`config.mk`:
```
export PLATFORM = sky130hd
export DESIGN_NAME = quadrature_encoder
export DESIGN_NICKNAME = d
export VERILOG_FILES = /design/src/rtl/quadrature_encoder.sv
export SDC_FILE = /design/constraint.sdc
export NUM_CORES = 1
export LEC_CHECK = 0
export CORE_AREA = 8 8 98 100
export DETAILED_ROUTE_END_ITERATION = 8
export DIE_AREA = 0 0 106 108
export DONT_BUFFER_PORTS = 1
export GPL_ROUTABILITY_DRIVEN = 0
export PLACE_DENSITY = 0.86
export SLEW_MARGIN = 40
export SYNTH_ARGS = -nofsm -noshare
export SYNTH_HDL_FRONTEND = slang
export SYNTH_SLANG_ARGS = --single-unit
export TNS_END_PERCENT = 30
```
`constraint.sdc`:
```
create_clock -name clk -period 5.2 [get_ports clk]
set_input_delay 1.56 -clock clk [delete_from_list [all_inputs] [get_ports clk]]
set_output_delay 1.56 -clock clk [all_outputs]
set_load 0.03 [all_outputs]
```
`src/rtl/quadrature_encoder.sv`:
```
// Quadrature encoder decoder: synchronises and debounces A/B, decodes Gray-code steps
// into a signed position count and a direction flag that drops to "stopped" after idling.
module quadrature_encoder #(
    parameter int CLK_FREQ        = 50_000_000,
    parameter int DEBOUNCE_CYCLES = 8
) (
    input  logic        clk,
    input  logic        reset,
    input  logic        ENCA_raw,
    input  logic        ENCB_raw,
    output logic [1:0]  DIR,
    output logic [31:0] position
);

    localparam int IDLE_MAX = CLK_FREQ / 10;
    localparam int IW       = $clog2(IDLE_MAX + 1);
    localparam int DW       = $clog2(DEBOUNCE_CYCLES) + 1;
    localparam logic [IW-1:0] IDLE_LIM = IW'(IDLE_MAX);
    localparam logic [IW-1:0] IDLE_PRE = IW'(IDLE_MAX - 1);
    localparam logic [DW-1:0] DB_LAST  = DW'(DEBOUNCE_CYCLES - 1);

    logic [1:0]    sync1, sync2, filt, prev;
    logic [DW-1:0] db_cnt [2];
    logic [1:0]    settle;
    logic          primed;
    logic [IW-1:0] idle;
    logic [1:0]    delta;
    logic          step_cw, step_ccw, stable;

    // Gray {A,B} to phase index: 00->0, 01->1, 11->2, 10->3
    function automatic logic [1:0] phase(input logic [1:0] g);
        return {g[1], g[1] ^ g[0]};
    endfunction

    // bit 1 carries channel A, bit 0 channel B throughout
    always_ff @(posedge clk or posedge reset) begin
        if (reset) begin
            sync1 <= 2'b00;
            sync2 <= 2'b00;
        end else begin
            sync1 <= {ENCA_raw, ENCB_raw};
            sync2 <= sync1;
        end
    end

    always_ff @(posedge clk or posedge reset) begin
        if (reset) begin
            filt <= 2'b00;
            for (int i = 0; i < 2; i++) db_cnt[i] <= '0;
        end else begin
            for (int i = 0; i < 2; i++) begin
                if (sync2[i] == filt[i]) begin
                    db_cnt[i] <= '0;
                end else if (db_cnt[i] == DB_LAST) begin
                    filt[i]   <= sync2[i];
                    db_cnt[i] <= '0;
                end else begin
                    db_cnt[i] <= db_cnt[i] + 1'b1;
                end
            end
        end
    end

    // Priming waits until the synchroniser reflects the pins and the filter agrees with it,
    // so a non-zero resting state after reset is loaded rather than counted.
    always_comb begin
        delta    = phase(filt) - phase(prev);
        step_cw  = primed && (delta == 2'd1);
        step_ccw = primed && (delta == 2'd3);
        stable   = (settle == 2'd3) && (sync2 == filt) &&
                   (db_cnt[0] == '0) && (db_cnt[1] == '0);
    end

    always_ff @(posedge clk or posedge reset) begin
        if (reset) begin
            settle   <= 2'd0;
            primed   <= 1'b0;
            prev     <= 2'b00;
            idle     <= '0;
            DIR      <= 2'b00;
            position <= 32'd0;
        end else begin
            if (settle != 2'd3) settle <= settle + 2'd1;
            if (primed) begin
                prev <= filt;
            end else if (stable) begin
                prev   <= filt;
                primed <= 1'b1;
            end

            // Illegal double-bit jumps fall through to the idle path on purpose
            if (step_cw || step_ccw) begin
                idle     <= '0;
                position <= step_cw ? position + 32'd1 : position - 32'd1;
                DIR      <= step_cw ? 2'b01 : 2'b10;
            end else if (idle != IDLE_LIM) begin
                idle <= idle + 1'b1;
                if (idle == IDLE_PRE) DIR <= 2'b00;
            end
        end
    end

endmodule

```
==> metrics.yaml <==
outcome: "finished, final reports clean"
start_util: 0.6171
period_share: 0.8524
seq_area_frac_synth: 0.3828
num-fill-cells: 637
numCtsBuffers: 9
routed_via_density: 6.223
clock_path_buffers: 2
synth_edf_count: 0
antenna_left: 0
insertion_delay_ns: 0.36
nets: 604
n_antenna_cell: 0
port_buffers: 0
fin_crit_ns: 4.432
whs_path_depth: 0
crit_chain: "xnor2_1 > ha_1 > nand2b_2 > nor2_1 > inv_1 > buf_4 > ha_1 > nand2_1 > o21bai_1 > or3_1 > a211oi_1 > nor3_1 > a311oi_1 > a221o_1"
cts_tree: "done"
grt_overflow: 0
worstHoldEndpoint: "sync2[0]"
reg2reg_depth: 14
start_kind: "flop"
die_area_um2: 11450
post-cts-setup-buffers: 0
rows: 33
r2r_end: "position[28]"
ioPinCount: 38
most-common-layout-cells: "dfrtp_1, nand2_1, nor2_1"
fin_tns_setup_ns: 0
crit_path_top_delay_cell: "nor3_1"
async_flop_share: 1.000
first_global_vias: 4175
route.vias.total: 4163
rr_startpoint: "filt[1]"
clockRootBuffer: "clkbuf_8"
grt_pass1_wl_mm: 19.15
rsz0062_at_grt: "false"
hold_buffers: 0
core_area_um2: 8051
critical_path.top_delay_family: "simple AND/OR/NAND/NOR gates"
drtIter0Drc: 208
path_buf_inv: 2
report.final.slew_viol_count: 0
hold_path.startpoint: "sync1[0]"
avgRoutedWirePerCell_um: 16.39
critical_path_arrival_ns: 4.67
slew_headroom: 0.5704
h-tree-depth: 3
synth_cells: 564
cts_sinks: 76
syn_nets: 607
syn_to_final_growth_pct: 5.439
syn_avg_cell_area_um2: 8.809
r2r_setup_slack_ns: 0.77
worstPathRequired_ns: 5.44
grt_antenna_before_repair: 0
path_common_cell: "ha_1"
final_hold_viol_count: 0
synth_seq_cells: 76
final-setup-viol-count: 0
grt_usage: 0.2013
drt_wl_total_mm: 10.96
dr.pass1.iters: 5
ys.warnings.count: 0
max_cap_violations: 0
cp_slowest_stage_delay_ns: 0.55
cp_max_fo: 17
hp-class: "reg2reg"
drc: 0
synth_area_um2: 4969
max_freq_ghz: 0.2256
cts_resized: 0
die_w_um: 106
worstMarginPinSlew_ns: 0.6395
path_class: "reg2reg"
fin_skew_ns: 0.01873
grt_max_degree: 63
hpwl_mm: 8.072
ys_types: 51
fp.dieH_um: 108
final_common_cell: "dfrtp_1"
drive_gt1_frac: 0.06383
clk_pin_slew_ns: 0.08
synthFlopType: "dfrtp_1"
end_kind: "flop"
==> worst reg2reg max path: cells and delay by family (launching register included) <==
kind	cells	cell delay, ns
simple gates	5	1.45
compound gates	4	0.84
fa+ha+maj	2	0.73
buf+inv	2	0.69
flops	1	0.45
xor+xnor	1	0.17
==> cells by family after synthesis <==
kind of cell | Yosys count | share of synthesized area
flip-flops | 76 | 0.3828
adder cells (fa/ha/maj) | 39 | 0.09972
buffers and inverters | 35 | 0.02795
XOR/XNOR | 46 | 0.08109
AND/OR/NAND/NOR | 207 | 0.2017
AO/OA/AOI/OAI | 154 | 0.1914
multiplexers | 7 | 0.01536
==> final cells by class <==
cell class	instances	area, um2	area share
multi-input cells	453	2933	0.5598
flip-flops and latches	76	1902	0.3630
well taps	105	131.4	0.02508
clock buffers	9	123.9	0.02364
inverters	17	63.81	0.01218
clock inverters	5	55.05	0.01051
repair buffers	4	30.03	0.005732
==> worst max-delay path by stage <==
stage                       start            to  cells past startpoint
after global placement    filt[1]  position[28]                     14
after global routing      filt[1]  position[30]                     13
after CTS                 filt[1]  position[28]                     14
after floorplan           filt[1]  position[30]                     14
after detailed placement  filt[1]  position[28]                     14
final                     filt[1]  position[28]                     14
==> layer usage <==
metal / wire length (um) / global-route usage / up-vias
met1: 4550 / 0.2386 / 1997
met5: 0 / 0 / -
met3: 696 / 0.04402 / 28
met2: 5444 / 0.3432 / 129
li1: - / - / 2009
met4: 272 / 0.09447 / 0
==> sequential cells by signal, indices dropped and copies added, names as in the netlist <==
name,flops
DIR,2
db_cnt,8
filt,2
idle,23
position,32
prev,2
primed,1
settle,2
sync1,2
sync2,2
==> cells in the mapped netlist (all sizes together) (2+ instances only) <==
cell type / n / area, um2
and3: 7 / 43.79
o21ai: 42 / 210.2
clkbuf: 13 / 48.80
o2111ai: 2 / 17.52
mux2i: 2 / 20.02
o221ai: 3 / 26.28
nand2b: 8 / 50.05
mux2: 5 / 56.30
nor3: 13 / 65.06
a21o: 16 / 120.1
and2: 3 / 18.77
o21bai: 2 / 15.01
nand2: 68 / 255.2
ha: 38 / 475.5
o211ai: 10 / 75.07
or3: 12 / 88.83
nor2b: 6 / 37.54
a31o: 3 / 26.28
dfrtp: 76 / 1902
a31oi: 3 / 18.77
nor2: 51 / 191.4
nor4b: 4 / 35.03
a21oi: 47 / 235.2
nor4: 3 / 18.77
o31ai: 4 / 30.03
a211oi: 7 / 52.55
buf: 5 / 26.27
o21a: 6 / 45.04
nand4: 12 / 81.33
xnor2: 21 / 183.9
nand3: 15 / 75.07
xor2: 25 / 219.0
a21boi: 2 / 15.01
inv: 17 / 63.81
==> metrics by stage <==
step                area (um2)    util  hold WS [ns]  worst slack (ns)  cells
detailed placement        5060  0.6284        0.3355            0.8607    655
CTS                       5239  0.6507        0.3525            0.8562    669
global route              5239  0.6507        0.3577            0.2572    669
global placement          5060  0.6284        0.3350             1.074    655
floorplan                 4969       -        0.3312             1.161    564
finish                    5239  0.6507        0.3498            0.7676    669
Power is not shown: default switching activity piles up to over one toggle a cycle in this logic, so the estimate is an artifact.
